File: config.mk
export PLATFORM = sky130hd
export DESIGN_NAME = uop_sequencer
export DESIGN_NICKNAME = d
export VERILOG_FILES = /design/src/rtl/uop_sequencer.sv
export SDC_FILE = /design/constraint.sdc
export NUM_CORES = 1
export LEC_CHECK = 0
export BUFFER_PORTS_ARGS = -buffer_cell sky130_fd_sc_hd__buf_2
export CAP_MARGIN = 20
export CORE_MARGIN = 2
export CORE_UTILIZATION = 40
export CTS_BUF_LIST = sky130_fd_sc_hd__clkbuf_4 sky130_fd_sc_hd__clkbuf_8
export DETAILED_ROUTE_END_ITERATION = 10
export HOLD_SLACK_MARGIN = 0.12
export PLACE_DENSITY = 0.65
export SLEW_MARGIN = 10
export SYNTH_ARGS = -nofsm -noshare
export SYNTH_HDL_FRONTEND = slang
export SYNTH_SLANG_ARGS = --single-unit
File: constraint.sdc
create_clock -name clk -period 2.15 [get_ports clk]
set_input_delay 0.43 -clock clk [delete_from_list [all_inputs] [get_ports clk]]
set_output_delay 0.43 -clock clk [all_outputs]
set_load 0.02 [all_outputs]
File: src/rtl/uop_sequencer.sv
// uop_sequencer: fetch-to-decode micro-op sequencer; expands LDM/STM into per-register uops.
// Define UOPSEQ_WB_UOP_EN to emit base writeback as its own uop; by default it is folded into the last transfer.
module uop_sequencer #(
   parameter int REG_COUNT = 16,
   parameter int ADDR_STEP = 4,
   parameter int OFF_W     = $clog2(REG_COUNT*ADDR_STEP)+2
) (
   input  logic                    clk,
   input  logic                    reset_n,
   input  logic                    flush,
   input  logic                    instr_valid,
   input  logic [31:0]             instr,
   output logic                    instr_ready,
   output logic                    uop_valid,
   input  logic                    uop_ready,
   output logic [31:0]             uop_instr,
   output logic [1:0]              uop_kind,
   output logic [3:0]              uop_rd,
   output logic signed [OFF_W-1:0] uop_offset,
   output logic                    uop_last,
   output logic                    uop_wb,
   output logic                    busy
);

   // state  | meaning
   // IDLE   | no sequence pending; output stage holds a single-uop instr or is empty
   // SEQ    | output stage holds a transfer uop of a block sequence
   // WB     | output stage holds the writeback uop (UOPSEQ_WB_UOP_EN only)
   typedef enum logic [1:0] {
      S_IDLE = 2'd0,
`ifdef UOPSEQ_WB_UOP_EN
      S_WB   = 2'd2,
`endif
      S_SEQ  = 2'd1
   } state_t;

   localparam logic [1:0] K_PASS = 2'b00;
   localparam logic [1:0] K_XFER = 2'b01;
   localparam logic [1:0] K_NOP  = 2'b11;
`ifdef UOPSEQ_WB_UOP_EN
   localparam logic [1:0] K_WB   = 2'b10;
`endif
   localparam logic [OFF_W-1:0] STEP = OFF_W'(ADDR_STEP);

   function automatic logic [3:0] pri_enc(input logic [REG_COUNT-1:0] l);
      logic [3:0] r;
      r = '0;
      for (int i = REG_COUNT-1; i >= 0; i--) begin
         if (l[i]) r = 4'(i);
      end
      return r;
   endfunction

   function automatic logic [REG_COUNT-1:0] clr_low(input logic [REG_COUNT-1:0] l);
      return l & ~(REG_COUNT'(1) << pri_enc(l));
   endfunction

   function automatic logic [OFF_W-1:0] popcnt(input logic [REG_COUNT-1:0] l);
      logic [OFF_W-1:0] c;
      c = '0;
      for (int i = 0; i < REG_COUNT; i++) begin
         c = c + {{(OFF_W-1){1'b0}}, l[i]};
      end
      return c;
   endfunction

   state_t                 state_q, state_d;
   logic [REG_COUNT-1:0]   mask_q, mask_d;
   logic [OFF_W-1:0]       off_q, off_d;
   logic                   w_q, w_d;
`ifdef UOPSEQ_WB_UOP_EN
   logic [OFF_W-1:0]       wbo_q, wbo_d;
`endif
   logic                   uop_valid_q, uop_valid_d;
   logic [31:0]            uop_instr_q, uop_instr_d;
   logic [1:0]             uop_kind_q, uop_kind_d;
   logic [3:0]             uop_rd_q, uop_rd_d;
   logic [OFF_W-1:0]       uop_offset_q, uop_offset_d;
   logic                   uop_last_q, uop_last_d;
   logic                   uop_wb_q, uop_wb_d;

   logic                   is_blk, bit_p, bit_u, bit_w;
   logic [REG_COUNT-1:0]   list, list_rest, mask_rest;
   logic [OFF_W-1:0]       n_cnt, nstep, base_off;
   logic                   adv, take;

   assign is_blk    = (instr[27:25] == 3'b100);
   assign bit_p     = instr[24];
   assign bit_u     = instr[23];
   assign bit_w     = instr[21];
   assign list      = instr[REG_COUNT-1:0];
   assign list_rest = clr_low(list);
   assign mask_rest = clr_low(mask_q);
   assign n_cnt     = popcnt(list);
   assign nstep     = n_cnt * STEP;

   // Offsets of transfer 0 for IA / IB / DA / DB; later transfers add STEP each.
   always_comb begin
      base_off = '0;
      case ({bit_p, bit_u})
         2'b01:   base_off = '0;
         2'b11:   base_off = STEP;
         2'b00:   base_off = STEP - nstep;
         default: base_off = '0 - nstep;
      endcase
   end

   assign adv         = ~uop_valid_q | uop_ready;
   assign take        = uop_valid_q & uop_ready;
   assign instr_ready = (state_q == S_IDLE) & adv & ~flush;

   always_comb begin
      state_d      = state_q;
      mask_d       = mask_q;
      off_d        = off_q;
      w_d          = w_q;
`ifdef UOPSEQ_WB_UOP_EN
      wbo_d        = wbo_q;
`endif
      uop_valid_d  = uop_valid_q;
      uop_instr_d  = uop_instr_q;
      uop_kind_d   = uop_kind_q;
      uop_rd_d     = uop_rd_q;
      uop_offset_d = uop_offset_q;
      uop_last_d   = uop_last_q;
      uop_wb_d     = uop_wb_q;

      if (flush) begin
         state_d     = S_IDLE;
         uop_valid_d = 1'b0;
      end else begin
         case (state_q)
            S_IDLE: begin
               if (adv) begin
                  uop_valid_d = instr_valid;
                  if (instr_valid) begin
                     uop_instr_d  = instr;
                     uop_offset_d = '0;
                     uop_wb_d     = 1'b0;
                     uop_last_d   = 1'b1;
                     if (!is_blk) begin
                        uop_kind_d = K_PASS;
                        uop_rd_d   = instr[15:12];
                     end else if (n_cnt == '0) begin
                        uop_kind_d = K_NOP;
                        uop_rd_d   = '0;
                     end else begin
                        uop_kind_d   = K_XFER;
                        uop_rd_d     = pri_enc(list);
                        uop_offset_d = base_off;
                        mask_d       = list_rest;
                        off_d        = base_off + STEP;
                        w_d          = bit_w;
`ifdef UOPSEQ_WB_UOP_EN
                        wbo_d        = bit_u ? nstep : ('0 - nstep);
                        uop_last_d   = (list_rest == '0) & ~bit_w;
`else
                        uop_last_d   = (list_rest == '0);
                        uop_wb_d     = (list_rest == '0) & bit_w;
`endif
                        if ((list_rest != '0) || bit_w) state_d = S_SEQ;
                     end
                  end
               end
            end
            S_SEQ: begin
               if (take) begin
                  if (uop_last_q) begin
                     state_d     = S_IDLE;
                     uop_valid_d = 1'b0;
                  end else if (mask_q != '0) begin
                     uop_kind_d   = K_XFER;
                     uop_rd_d     = pri_enc(mask_q);
                     uop_offset_d = off_q;
                     off_d        = off_q + STEP;
                     mask_d       = mask_rest;
`ifdef UOPSEQ_WB_UOP_EN
                     uop_last_d   = (mask_rest == '0) & ~w_q;
`else
                     uop_last_d   = (mask_rest == '0);
                     uop_wb_d     = (mask_rest == '0) & w_q;
`endif
                  end
`ifdef UOPSEQ_WB_UOP_EN
                  else begin
                     state_d      = S_WB;
                     uop_kind_d   = K_WB;
                     uop_rd_d     = '0;
                     uop_offset_d = wbo_q;
                     uop_last_d   = 1'b1;
                  end
`endif
               end
            end
`ifdef UOPSEQ_WB_UOP_EN
            S_WB: begin
               if (take) begin
                  state_d     = S_IDLE;
                  uop_valid_d = 1'b0;
               end
            end
`endif
            default: begin
               state_d     = S_IDLE;
               uop_valid_d = 1'b0;
            end
         endcase
      end
   end

   always_ff @(posedge clk or negedge reset_n) begin
      if (!reset_n) begin
         state_q      <= S_IDLE;
         mask_q       <= '0;
         off_q        <= '0;
         w_q          <= 1'b0;
`ifdef UOPSEQ_WB_UOP_EN
         wbo_q        <= '0;
`endif
         uop_valid_q  <= 1'b0;
         uop_instr_q  <= '0;
         uop_kind_q   <= '0;
         uop_rd_q     <= '0;
         uop_offset_q <= '0;
         uop_last_q   <= 1'b0;
         uop_wb_q     <= 1'b0;
      end else begin
         state_q      <= state_d;
         mask_q       <= mask_d;
         off_q        <= off_d;
         w_q          <= w_d;
`ifdef UOPSEQ_WB_UOP_EN
         wbo_q        <= wbo_d;
`endif
         uop_valid_q  <= uop_valid_d;
         uop_instr_q  <= uop_instr_d;
         uop_kind_q   <= uop_kind_d;
         uop_rd_q     <= uop_rd_d;
         uop_offset_q <= uop_offset_d;
         uop_last_q   <= uop_last_d;
         uop_wb_q     <= uop_wb_d;
      end
   end

   assign uop_valid  = uop_valid_q;
   assign uop_instr  = uop_instr_q;
   assign uop_kind   = uop_kind_q;
   assign uop_rd     = uop_rd_q;
   assign uop_offset = uop_offset_q;
   assign uop_last   = uop_last_q;
   assign uop_wb     = uop_wb_q;
   assign busy       = (state_q != S_IDLE);

endmodule

Word-level counts from Yosys, hierarchy flattened
Index checks and enable logic that the tools add are counted.
Cells by class
  $mul: 0
  reduce and logical (&&, ||, !) cells: 17
  muxes and demuxes: 103
  $add $sub $neg: 19
  div/mod/pow operators: 0
  bitwise gates (word level): 13
  eq/ne operators: 18
  order comparisons: 0
  shifts and indexed selects: 2
Operators by type and width (count)
  $mux 4: 39
  $mux 16: 7
  $mux 8: 14
  $add 8x1->8: 8
  $and 16x16->16: 2
  $logic_not 16->1: 2
  $not 16->16: 2
  $pmux 16 s2: 1
  $pmux 8 s2: 2
  $reduce_bool 16->1: 2
  $shl 1x4->16 const A: 2
  $mux 2: 15
  $pmux 8 s3: 1
  $mux 1: 18
  $ne 3x3->1 const B: 6
  $add 8x3->8 const B: 2
  $ne 2x2->1 const B: 7
  $reduce_and 7->1: 2
  $reduce_and 9->1: 1
  $add 7x1->8: 1
  $logic_not 8->1: 1
  $pmux 2 s2: 2
  $pmux 4 s2: 1
  $sub 1x8->8 const A: 1
  22 further kinds: 33
Storage, ports and cells
  output and inout port bits: 51
  bits in read-only memories: 0
  flip-flop bits (word level): 76
  input bits: 37
  latch bits: 0
  memories: 0
  memory bits (writable): 0

Logic depth before layout (Yosys ltp)
  word-level depth: 28
  depth in mapped cells: 21
  mapped depth without buffers: 20

Worst setup path before layout
No wires, ideal clock.
  path type: input -> register
  from: input instr[11]
  to: register mask_q[4]
  path buffers: 1
  arrival time: 5.069 ns
  stages: 20
  setup time: 0.066 ns
  data required time: 2.084 ns
  path slack: -2.985 ns
  cells stage by stage: fa_1 > inv_1 > fa_1 > inv_1 > fa_1 > inv_1 > fa_1 > inv_1 > ha_1 > fa_1 > inv_1 > ha_1 > and3_1 > ha_1 > nor2_1 > nor2_1 > or3_1 > clkbuf_2 > o32a_1 > nand2_1
Between the ends
  word-level cells in the longest chain between the ends: 20
Ends and longest elaborated chain
  start, declared: RTL line 12  | input logic [31:0] instr,
  parallel branches: the longest is 20 deep, another holds $add 8x1->8
  end signal, assigned: RTL line 229  | mask_q <= mask_d;
  end, declared: RTL line 68  | logic [REG_COUNT-1:0] mask_q, mask_d;
Parallel ways; which one is timed is not known. The select of a mux whose other input is x is not followed.
A chain may end at the register's enable or synchronous reset.

Worst setup path in the final report
Ends and elaborated chain as after synthesis.

==> impl_metrics.xml <==
<?xml version="1.0" encoding="UTF-8"?>
<metrics>
  <group name="run_status">
    <metric name="status" unit="">complete, but fails checks</metric>
    <metric name="violated_checks" unit="">negative setup slack</metric>
  </group>
  <group name="setup_path">
    <metric name="timing.critical_path.from" unit="">instr[11]</metric>
    <metric name="crit_path_top_delay_cell" unit="">sky130_fd_sc_hd__fa_2</metric>
    <metric name="worstPathArrival" unit="ns">4.94</metric>
    <metric name="critical_path.reg2reg.startpoint" unit="">mask_q[2]$_DFFE_PN0P_</metric>
    <metric name="r2r_cells" unit="">8</metric>
    <metric name="setup.worst_path.end_class" unit="">flop</metric>
    <metric name="critPathTopFamily" unit="">adder cells</metric>
    <metric name="crit_chain" unit="">buf_6, fa_1, inv_1, fa_1, inv_2, fa_1, inv_1, fa_1, inv_1, ha_2, fa_2, inv_2, ha_4, and3_4, ha_4, nor2_4, nor2_2, or3_4, o32a_1, nand2_1</metric>
    <metric name="setup.worst_path.start_class" unit="">input pin</metric>
    <metric name="critical_path_buf_inv_count" unit="">6</metric>
    <metric name="required" unit="ns">2.46</metric>
    <metric name="crit_path_frequent_cell" unit="">sky130_fd_sc_hd__fa_1</metric>
    <metric name="ff2ff_setup_slack" unit="ns">-0.35</metric>
    <metric name="regToRegEndpoint" unit="">uop_last$_DFFE_PN0P_</metric>
    <metric name="setup.worst_path.class" unit="">input pin to flop</metric>
    <metric name="worstPathMaxFanout" unit="">4</metric>
    <metric name="cpPeakStageDelay" unit="ns">0.54</metric>
  </group>
  <group name="sta">
    <metric name="final_critical_path_setup_slack" unit="ns">-2.483</metric>
    <metric name="setup_viol" unit="">37</metric>
    <metric name="grt_setup_unrepaired" unit="">yes</metric>
    <metric name="max_slew_vio_count" unit="">0</metric>
    <metric name="worst_hold_slack_after_final_layout" unit="ns">0.2613</metric>
    <metric name="final_hold_viol_count" unit="">0</metric>
    <metric name="timing.final.crit_share" unit="%">215.5</metric>
    <metric name="clock-skew-final" unit="ns">0.009933</metric>
    <metric name="slew_headroom" unit="%">55.96</metric>
    <metric name="finalWorstPathRequiredPeriod" unit="ns">4.633</metric>
    <metric name="worstMarginPinSlew" unit="ns">0.6523</metric>
    <metric name="maxClockFrequency" unit="MHz">215.8</metric>
  </group>
  <group name="cts">
    <metric name="cts.sink_count" unit="">71</metric>
    <metric name="clock_tree_from_tritoncts" unit="">done</metric>
    <metric name="clock_tree.root_cell" unit="">sky130_fd_sc_hd__clkbuf_8</metric>
    <metric name="numCtsBuffers" unit="">9</metric>
    <metric name="cts.htree.levels" unit="">3</metric>
    <metric name="max-clock-path-buffers" unit="">2</metric>
    <metric name="worstSkewPairLatency" unit="ns">0.36</metric>
    <metric name="worst_setup_hold_path_clk_slew" unit="ns">0.08</metric>
  </group>
  <group name="logic_synthesis">
    <metric name="synthDominantCellAreaShare" unit="%">38.67</metric>
    <metric name="synth.largest_area_cell" unit="">sky130_fd_sc_hd__dfrtp_1</metric>
    <metric name="cells_taking_the_most_area_after_synthesis" unit="">sky130_fd_sc_hd__dfrtp_1 39%, sky130_fd_sc_hd__mux2_2 8.1%, sky130_fd_sc_hd__fa_1 4.4%</metric>
    <metric name="synthArstFlopShare" unit="%">100.0</metric>
    <metric name="synth_edf_count" unit="">0</metric>
    <metric name="synth_sequential_area_ratio" unit="%">38.67</metric>
    <metric name="predominant_post_synthesis_flop_cell" unit="">sky130_fd_sc_hd__dfrtp_1</metric>
    <metric name="syn-cell-area" unit="um^2">4594</metric>
    <metric name="postSynthCellCount" unit="">480</metric>
    <metric name="register_bit_count_reported_by_yosys" unit="">71</metric>
    <metric name="synth.distinct_cells" unit="">84</metric>
    <metric name="syn_area_per_cell" unit="um^2">9.572</metric>
    <metric name="yosysWarningCount" unit="">0</metric>
  </group>
  <group name="placed_design">
    <metric name="placement.cell_area" unit="um^2">6173</metric>
    <metric name="hpwl" unit="um">10710</metric>
    <metric name="placement.io_buffers" unit="">85</metric>
    <metric name="gp_congestion" unit="">0.8990</metric>
    <metric name="dp_slack" unit="ns">-2.928</metric>
    <metric name="placed_insts" unit="">816</metric>
  </group>
  <group name="drt">
    <metric name="drtAntennaViolNets" unit="">0</metric>
    <metric name="drt_wl_total" unit="um">13850</metric>
    <metric name="routed-via-count" unit="">4552</metric>
    <metric name="uppermost_layer_routed" unit="">met4</metric>
    <metric name="initialDrtViolationCount" unit="">282</metric>
    <metric name="drt_pass1_iterations" unit="">4</metric>
    <metric name="drcViolationCount" unit="">0</metric>
    <metric name="vias_per_std_cell" unit="">5.393</metric>
    <metric name="detail_route.wirelength.met1" unit="um">6161</metric>
    <metric name="dr_wl_met3" unit="um">622</metric>
    <metric name="post_detailed_route_wirelength_per_cell" unit="um">16.41</metric>
    <metric name="wl_met2" unit="um">6734</metric>
  </group>
  <group name="final_layout">
    <metric name="finish.instance_area" unit="um^2">6678</metric>
    <metric name="final-instance-count-excl-fill" unit="">844</metric>
    <metric name="design.final.nets" unit="">753</metric>
    <metric name="area_growth_syn_to_layout" unit="%">45.34</metric>
    <metric name="drive_gt1_share" unit="%">49.64</metric>
    <metric name="antenna_cells_inserted" unit="">0</metric>
  </group>
  <group name="global_routing">
    <metric name="grt_pass1_vias" unit="">4500</metric>
    <metric name="antenna_violations_before_repair" unit="">0</metric>
    <metric name="first_pass_grt_wire_length" unit="um">22670</metric>
    <metric name="grt_util_all_layers" unit="%">22.51</metric>
    <metric name="grt-ovfl-total" unit="">0</metric>
    <metric name="grt_max_degree" unit="">72</metric>
  </group>
  <group name="min_path">
    <metric name="holdCritStartpoint" unit="">flush</metric>
    <metric name="hold_path_depth" unit="">2</metric>
    <metric name="worstHoldPathType" unit="">input pin to flop</metric>
    <metric name="min_to" unit="">uop_valid$_DFFE_PN0P_</metric>
  </group>
  <group name="floorplanning">
    <metric name="floorplan_die_width" unit="um">111.2</metric>
    <metric name="initial_utilization" unit="%">40.58</metric>
    <metric name="dieArea" unit="um^2">12360</metric>
    <metric name="die_h" unit="um">111.2</metric>
    <metric name="boundaryPins" unit="">88</metric>
    <metric name="placement_rows" unit="">39</metric>
    <metric name="placeableCoreArea" unit="um^2">11320</metric>
  </group>
  <group name="run">
    <metric name="timing.max_cap.violations" unit="">0</metric>
  </group>
  <group name="power">
    <metric name="max-vdd-ir-drop" unit="mV">0.6767</metric>
    <metric name="power_per_cell_area" unit="nW/um^2">1266</metric>
    <metric name="totalPowerFinal" unit="W">0.008455</metric>
    <metric name="p_leak" unit="nW">3.125</metric>
  </group>
</metrics>
## placed cells by master, fill, tap and decap left out, types with 7 or more instances in the layout
cell and n:
sky130_fd_sc_hd__a21oi_1 29, sky130_fd_sc_hd__buf_2 83, sky130_fd_sc_hd__buf_4 128, sky130_fd_sc_hd__buf_6 13, sky130_fd_sc_hd__clkbuf_8 11, sky130_fd_sc_hd__dfrtp_1 71, sky130_fd_sc_hd__fa_1 9, sky130_fd_sc_hd__inv_1 26
sky130_fd_sc_hd__mux2_2 33, sky130_fd_sc_hd__nand2_1 46, sky130_fd_sc_hd__nand2b_1 10, sky130_fd_sc_hd__nor2_1 38, sky130_fd_sc_hd__o21ai_0 18, sky130_fd_sc_hd__o21ai_1 7
## cell usage after synthesis, types with 3 or more instances
cell type	n
sky130_fd_sc_hd__xnor2_1	3
sky130_fd_sc_hd__ha_1	9
sky130_fd_sc_hd__and2_1	5
sky130_fd_sc_hd__fa_1	10
sky130_fd_sc_hd__buf_2	6
sky130_fd_sc_hd__inv_1	28
sky130_fd_sc_hd__nand2b_1	10
sky130_fd_sc_hd__a21oi_1	33
sky130_fd_sc_hd__nand2_1	50
sky130_fd_sc_hd__nand3_1	7
sky130_fd_sc_hd__nand4_1	3
sky130_fd_sc_hd__o22ai_1	3
sky130_fd_sc_hd__mux2_2	33
sky130_fd_sc_hd__buf_4	4
sky130_fd_sc_hd__dfrtp_1	71
sky130_fd_sc_hd__nor4_1	4
sky130_fd_sc_hd__o21ai_0	29
sky130_fd_sc_hd__a22o_1	4
sky130_fd_sc_hd__o311ai_0	3
sky130_fd_sc_hd__nor3_1	4
sky130_fd_sc_hd__a221oi_1	3
sky130_fd_sc_hd__o31ai_1	5
sky130_fd_sc_hd__a21boi_0	3
sky130_fd_sc_hd__a31oi_1	5
sky130_fd_sc_hd__o211ai_1	4
sky130_fd_sc_hd__a32o_1	5
sky130_fd_sc_hd__nor2_1	43
sky130_fd_sc_hd__or3_1	5
sky130_fd_sc_hd__a21o_1	5
sky130_fd_sc_hd__a31o_2	3
sky130_fd_sc_hd__clkbuf_1	11
## cells by family (layout without fill, tap and decap cells)
group	Yosys count	count (layout)	synth area share, %
AND/OR/NAND/NOR	158	158	18.16
AO/OA/AOI/OAI	138	138	21.24
flip-flops	71	71	38.67
buffers and inverters	51	271	4.684
multiplexers	34	34	8.306
adder cells (fa/ha/maj)	20	20	7.053
XOR/XNOR	7	7	1.798
other	1	2	0.08162
## registers in the layout (all words and copies together) (netlist names), 2 cells and up
name	cells
mask_q	16
off_q	6
uop_instr	32
uop_kind	2
uop_offset	6
uop_rd	4
## power by group
part / switching, W / leakage, nW / total [W] / internal, W
clock network: 0.000523 / 0.102 / 0.00113 / 0.000604
registers: 0.000350 / 0.865 / 0.00213 / 0.00178
logic: 0.00254 / 2.16 / 0.00520 / 0.00266
total: 0.00342 / 3.13 / 0.00846 / 0.00504
## metrics by stage
step                utilization (%)  TNS (ns)
floorplan                         -    -88.66
global placement              54.53    -98.43
detailed placement            54.53   -100.12
CTS                           57.61    -83.82
global route                  58.99    -91.57
finish                        58.99    -85.33
## cell type report
| cell class | count | area, um^2 |
|---|---|---|
| clock buffer | 12 | 158.9 |
| fill | 959 | 4643 |
| timing repair buffer | 228 | 1593 |
| clock inverter | 3 | 42.54 |
| inverter | 28 | 105.1 |
| sequential | 71 | 1777 |
| multi-input combinational | 359 | 2823 |
| tap | 143 | 178.9 |
## how the worst max path moves through the flow
stage                                  to  slack, ns  cells after the start
finish              mask_q[4]$_DFFE_PN0P_      -2.48                     20
global route         off_q[7]$_DFFE_PN0P_      -2.65                     20
CTS                  off_q[7]$_DFFE_PN0P_      -2.41                     20
detailed placement   off_q[7]$_DFFE_PN0P_      -2.93                     20
global placement     off_q[7]$_DFFE_PN0P_      -2.81                     20
floorplan           mask_q[4]$_DFFE_PN0P_      -2.68                     20
## what timing repair did
| action | CTS | global route |
|---|---|---|
| endpoints found under the hold margin | 65 | 0 |
| pin swaps | 22 | 14 |
| resized for setup | 30 | 22 |
| setup buffers | 5 | 8 |
| setup endpoints to repair | 37 | 37 |
| hold buffers | 1 | 0 |
| gates cloned | 0 | 0 |
## metal layers
layer  track usage [%]  vias up
li1                  -     2170
met1             31.06     2226
met2             36.38      128
met3             3.116       28
met4             7.984        0
met5                 0        -
Note: power is estimated with default switching activity, not from simulation.
